$ cat config.mk
export PLATFORM = sky130hd
export DESIGN_NAME = lamp_sequencer
export DESIGN_NICKNAME = d
export VERILOG_FILES = /design/src/rtl/lamp_pkg.sv /design/src/rtl/lamp_prescaler.sv /design/src/rtl/lamp_sequencer.sv
export SDC_FILE = /design/constraint.sdc
export NUM_CORES = 1
export LEC_CHECK = 0
export CAP_MARGIN = 20
export CORE_ASPECT_RATIO = 1.2
export CORE_UTILIZATION = 50
export CTS_CLUSTER_SIZE = 12
export DETAILED_ROUTE_END_ITERATION = 10
export DONT_BUFFER_PORTS = 1
export PLACE_DENSITY = 0.69
export RECOVER_POWER = 50
export SLEW_MARGIN = 20
export SYNTH_ARGS = -nofsm -noshare
export SYNTH_HDL_FRONTEND = slang
export SYNTH_HIERARCHICAL = 1
export SYNTH_SLANG_ARGS = --single-unit
$ cat constraint.sdc
create_clock -name clock -period 2.2 [get_ports clock]
set_input_delay 0.55 -clock clock [delete_from_list [all_inputs] [get_ports clock]]
set_output_delay 0.55 -clock clock [all_outputs]
set_load 0.05 [all_outputs]
$ cat src/rtl/lamp_pkg.sv
// lamp_pkg: shared mode and sequencer state types for the lamp pattern engine
package lamp_pkg;
  typedef enum logic [1:0] {OFF = 2'd0, ALL_ON = 2'd1, CHASE = 2'd2, BLINK = 2'd3} lamp_mode_t;
  typedef enum logic [1:0] {IDLE, RUN, PENDING} seq_state_t;
endpackage

$ cat src/rtl/lamp_prescaler.sv
// lamp_prescaler: divides clock into pattern steps; tick is high in the cycle before a step edge
module lamp_prescaler #(
  parameter int PRESCALE = 1000
) (
  input  logic clock,
  input  logic reset_n,
  input  logic enable,
  input  logic clear,
  output logic tick
);
  localparam int W = $clog2(PRESCALE);
  localparam logic [W-1:0] LAST = W'(PRESCALE - 1);
  logic [W-1:0] count;
  assign tick = enable && !clear && count == LAST;
  always_ff @(posedge clock or negedge reset_n)
    if (!reset_n) count <= '0;
    else if (clear) count <= '0;
    else if (enable) count <= tick ? '0 : count + W'(1);
endmodule

$ cat src/rtl/lamp_sequencer.sv
// lamp_sequencer: programmable OFF/ALL_ON/CHASE/BLINK pattern engine for the indicator lamps
module lamp_sequencer
  import lamp_pkg::*;
#(
  parameter int NUM_LAMPS = 11,
  parameter int PRESCALE  = 1000
) (
  input  logic                 clock,
  input  logic                 reset_n,
  input  logic                 enable,
  input  logic [1:0]           mode_req,
  input  logic                 mode_valid,
  output logic                 mode_ready,
  output logic [NUM_LAMPS-1:0] lamps,
  output logic                 step_pulse,
  output logic                 busy
);
  localparam int IW = $clog2(NUM_LAMPS);
  localparam logic [IW-1:0] IDX_LAST = IW'(NUM_LAMPS - 1);
  seq_state_t state, state_n;
  lamp_mode_t mode, mode_n, pend, pend_n, req, load_mode;
  logic [IW-1:0] idx, idx_n, idx_next;
  logic phase, phase_n, tick, accept, load;
  logic [NUM_LAMPS-1:0] lamps_n;
  assign req        = lamp_mode_t'(mode_req);
  assign mode_ready = state != PENDING;
  assign busy       = state != IDLE;
  assign accept     = mode_valid && mode_ready;
  assign step_pulse = tick;
  assign idx_next   = idx == IDX_LAST ? '0 : idx + IW'(1);
  // a pending swap on a step edge takes priority over advancing the old pattern
  assign load       = (state == IDLE && accept && req != OFF) || (state == PENDING && tick);
  assign load_mode  = state == IDLE ? req : pend;
  lamp_prescaler #(.PRESCALE(PRESCALE)) u_prescaler (
    .clock  (clock),
    .reset_n(reset_n),
    .enable (enable),
    .clear  (state == IDLE),
    .tick   (tick)
  );
  always_comb begin
    state_n = state;
    mode_n  = mode;
    pend_n  = pend;
    idx_n   = idx;
    phase_n = phase;
    lamps_n = lamps;
    if (load) begin
      mode_n  = load_mode;
      idx_n   = '0;
      phase_n = 1'b1;
      lamps_n = load_mode == OFF ? '0 : load_mode == CHASE ? NUM_LAMPS'(1) : '1;
      state_n = load_mode == OFF ? IDLE : RUN;
    end else if (state != IDLE) begin
      if (tick && mode == CHASE) begin
        idx_n   = idx_next;
        lamps_n = NUM_LAMPS'(1) << idx_next;
      end
      if (tick && mode == BLINK) begin
        phase_n = ~phase;
        lamps_n = {NUM_LAMPS{~phase}};
      end
      if (accept) begin
        pend_n  = req;
        state_n = PENDING;
      end
    end
  end
  always_ff @(posedge clock or negedge reset_n)
    if (!reset_n) begin
      state <= IDLE;
      mode  <= OFF;
      pend  <= OFF;
      idx   <= '0;
      phase <= 1'b0;
      lamps <= '0;
    end else begin
      state <= state_n;
      mode  <= mode_n;
      pend  <= pend_n;
      idx   <= idx_n;
      phase <= phase_n;
      lamps <= lamps_n;
    end
endmodule

==> impl_metrics.csv <==
group,metric,value,unit
sta,finalSetupViolCount,0,
worst_setup_path,crit_arrival,1.59,ns
power_and_ir_drop,p_clk_share,28.1,%
yosys,postSynthAreaPerCell,9.79,µm²
floorplan,die_height,68.5,µm
yosys,yosysTopAreaCell,"dfrtp_1",
detailed_routing,wl_per_cell,17.6,µm
yosys,synth_most_common_cell,"dfrtp_1",
placement,hpwl,3070,µm
sta,fin_skew,0.00385,ns
worst_setup_path,critPathLaunch,"u_prescaler/count[0]$_DFFE_PN0P_",
clock_tree,h-tree-depth,2,
yosys,synth_area,1840,µm²
sta,finalCritPeriodShare,97.2,%
flow_run,drv_cap,0,
sta,drv_slew,0,
yosys,synth.area.top_cells,"dfrtp_1 (44%), a2bb2oi_1 (4.8%), nand2_1 (3.7%), ha_1 (3.4%), o2111ai_1 (3.3%)",
power_and_ir_drop,worst_ir_drop_vdd,0.464,mV
floorplan,core,3420,µm²
grt,grtUsageMet2,43.5,%
clock_tree,cts_buffers,5,
final_layout,fin_util,62.0,%
detailed_routing,routed_wl,4260,µm
floorplan,row_count,23,
yosys,synth_cell_type_count,53,
final_layout,final_nets,215,
yosys,synth_top_area_share,43.5,%
yosys,synth_flop_cell,"dfrtp_1",
status,violations,"DRC",
sta,fmax,468,MHz
final_layout,drive_gt1_share,23.9,%
power_and_ir_drop,pwr-share-comb,20.2,%
worst_setup_path,r2r_end,"lamps[2]$_DFFE_PN0P_",
yosys,yosysSeqAreaShare,43.5,%
floorplan,ios,20,
final_layout,stdcell_area,2120,µm²
sta,finalHoldViolations,0,
worst_setup_path,crit_chain,"ha_4, nor4bb_4, nand3_2, nor2_4, buf_6",
status,status,"finished, violations left",
placement,dp_worst_setup_slack,-0.0109,ns
power_and_ir_drop,power.density,775,nW/µm²
worst_setup_path,required,1.65,ns
placement,io_buffers,0,
detailed_routing,drc_errors,2,
sta,tightest_slew,1.41,ns
hold_path,min-delay-path-class,"input port to flop",
clock_tree,cts_max_path_buffers,2,
detailed_routing,route.antenna.remaining_nets,0,
grt,busiest_layer,"met2",
placement,place_congestion,0.847,
yosys,synthArstFlopShare,100,%
worst_setup_path,worstSetupPathType,"flop to output pin",
grt,antenna_found_initial,0,
final_layout,area_growth,15.4,%
yosys,synth_fp_nets,199,
worst_setup_path,reg2reg_from,"u_prescaler/count[0]$_DFFE_PN0P_",
worst_setup_path,slowest_delay,0.41,ns
placement,place_area,1930,µm²
detailed_routing,drt_iter0_drc,94,
yosys,synth_edf_count,0,
power_and_ir_drop,p_sw,542,µW
detailed_routing,vias_per_cell,6.38,
power_and_ir_drop,intPower,1.10,mW
final_layout,nFillCells,297,
sta,worst_slack,0.0620,ns
worst_setup_path,startpoint_type,"flop",
grt,use_met3,5.48,%
floorplan,dieArea,3930,µm²
worst_setup_path,worst-path-max-fanout,4,
grt,grt_pass1_wl,7090,µm
clock_tree,path_clk_slew,0.06,ns
yosys,ys_warn_count,6,
power_and_ir_drop,switching_share,32.9,%
clock_tree,cts_tree,"yes",
worst_setup_path,end_kind,"output pin",
worst_setup_path,rrSetupSlack,0.09,ns
yosys,synth_cells,188,
yosys,ys_top_cells_by_count,"dfrtp_1 (32), nand2_1 (18), o21ai_0 (12)",
clock_tree,cts.root.buffer_cell,"clkbuf_8",
power_and_ir_drop,pwr-share-seq,51.7,%
clock_tree,clock-sinks,32,
floorplan,die_x,57.4,µm
final_layout,antenna_cells,0,
grt,grtUsageTotal,23.8,%
power_and_ir_drop,p_leak,0.916,nW
sta,slew_headroom,5.81,%
grt,grt_max_degree,33,
sta,grt_setup_unrepaired,"no",
worst_setup_path,endpoint,"step_pulse",
power_and_ir_drop,fin_total_pwr,1.65,mW
detailed_routing,vias,1543,
worst_setup_path,critPathSlowestCell,"dfrtp_1",
worst_setup_path,r2r_cells,9,
grt,gr-usage-met1,25.8,%
clock_tree,worstSkewPairLatency,0.28,ns
detailed_routing,drt_pre_antenna_iters,7,
grt,grt_overflow_total,0,
floorplan,start_util,53.7,%
grt,grt_pass1_vias,1582,
yosys,ys_ff_latch,32,
sta,period_minus_slack,2.14,ns
[kinds of logic (layout without fill, tap and decap cells)]
kind of cell / Yosys count / count (layout) / share of synthesized area, %
muxes: 2 / 2 / 1.22
buffers and inverters: 16 / 33 / 4.49
adders and majority gates: 5 / 5 / 3.40
DFF: 32 / 32 / 43.5
and+or+nand+nor: 69 / 69 / 21.6
xor gates and xnor gates: 3 / 3 / 1.43
AOI/OAI and AO/OA: 61 / 61 / 24.3
[how the worst min path moves through the flow]
stage                 from                   end  depth (start not counted)
2_1_floorplan      reset_n    idx[0]$_DFFE_PN0P_                          0
3_3_place_gp       reset_n    idx[2]$_DFFE_PN0P_                          0
3_5_place_dp       reset_n    idx[2]$_DFFE_PN0P_                          0
4_1_cts            reset_n    idx[2]$_DFFE_PN0P_                          1
5_1_grt        mode_req[0]   pend[0]$_DFFE_PN0P_                          1
6_report        mode_valid  state[1]$_DFFE_PN0P_                          2
[flip-flops by register name, summed over array words and instances (netlist names)]
register,cells
phase,1
idx,4
pend,2
lamps,11
state,2
mode,2
u_prescaler/count,10
[power groups by stage]
| stage | Sequential, mW | Clock (mW) | Combinational [mW] |
|---|---|---|---|
| detailed placement | 0.855 | 0 | 0.265 |
| CTS | 0.845 | 0.473 | 0.288 |
| floorplan | 0.841 | 0 | 0.200 |
| global placement | 0.848 | 0 | 0.253 |
| global route | 0.859 | 0.503 | 0.361 |
| finish | 0.851 | 0.462 | 0.332 |
[per-layer routing]
layer	vias up	routed length, µm
met5	-	0
met4	0	114
met3	13	143
met2	38	2270
met1	752	1730
li1	740	-
[layout by cell type, fill, tap and decap left out, types with 4 or more instances in the layout]
| cell type | n |
|---|---|
| dfrtp_1 | 31 |
| inv_1 | 7 |
| nand2b_1 | 4 |
| nand3_1 | 4 |
| nor2_1 | 8 |
| a2bb2oi_1 | 10 |
| a31oi_1 | 4 |
| nand2_1 | 18 |
| a21oi_1 | 6 |
| o21ai_0 | 11 |
| o2111ai_1 | 7 |
| clkbuf_8 | 6 |
| buf_4 | 14 |
| ha_1 | 4 |
| nand4_1 | 7 |
[timing repair]
action,in CTS,in global routing
hold buffers,1,0
gates resized for setup,2,5
hold endpoints to repair,32,0
pin swaps,2,5
buffers inserted,4,5
gates cloned,0,1
setup endpoints to repair,9,14
[stage by stage]
| step | cells | setup TNS (ns) | hold WS (ns) |
|---|---|---|---|
| final | 242 | 0 | 0.412 |
| after global routing | 242 | 0 | 0.414 |
| after CTS | 237 | 0 | 0.0912 |
| after detailed placement | 224 | -0.0159 | 0.255 |
| after global placement | 224 | 0 | 0.255 |
| after floorplan | 188 | -0.144 | 0.254 |
[critical path, delay by kind of cell, from the launching register on]
kind	cells	cell delay, ns
and+or+nand+nor	3	0.54
buffers and inverters	1	0.18
adders and majority gates	1	0.17
DFF	1	0.41
[cell type report]
| type | count | area (µm²) | area share, % |
|---|---|---|---|
| clock buffers | 6 | 82.6 | 3.89 |
| well taps | 37 | 46.3 | 2.18 |
| multi-input cells | 140 | 1010 | 47.6 |
| repair buffers | 17 | 140 | 6.60 |
| flip-flops and latches | 32 | 802 | 37.8 |
| inverters | 8 | 32.5 | 1.53 |
| clock inverters | 2 | 10.0 | 0.471 |
Note: power is estimated with default switching activity, not from simulation.
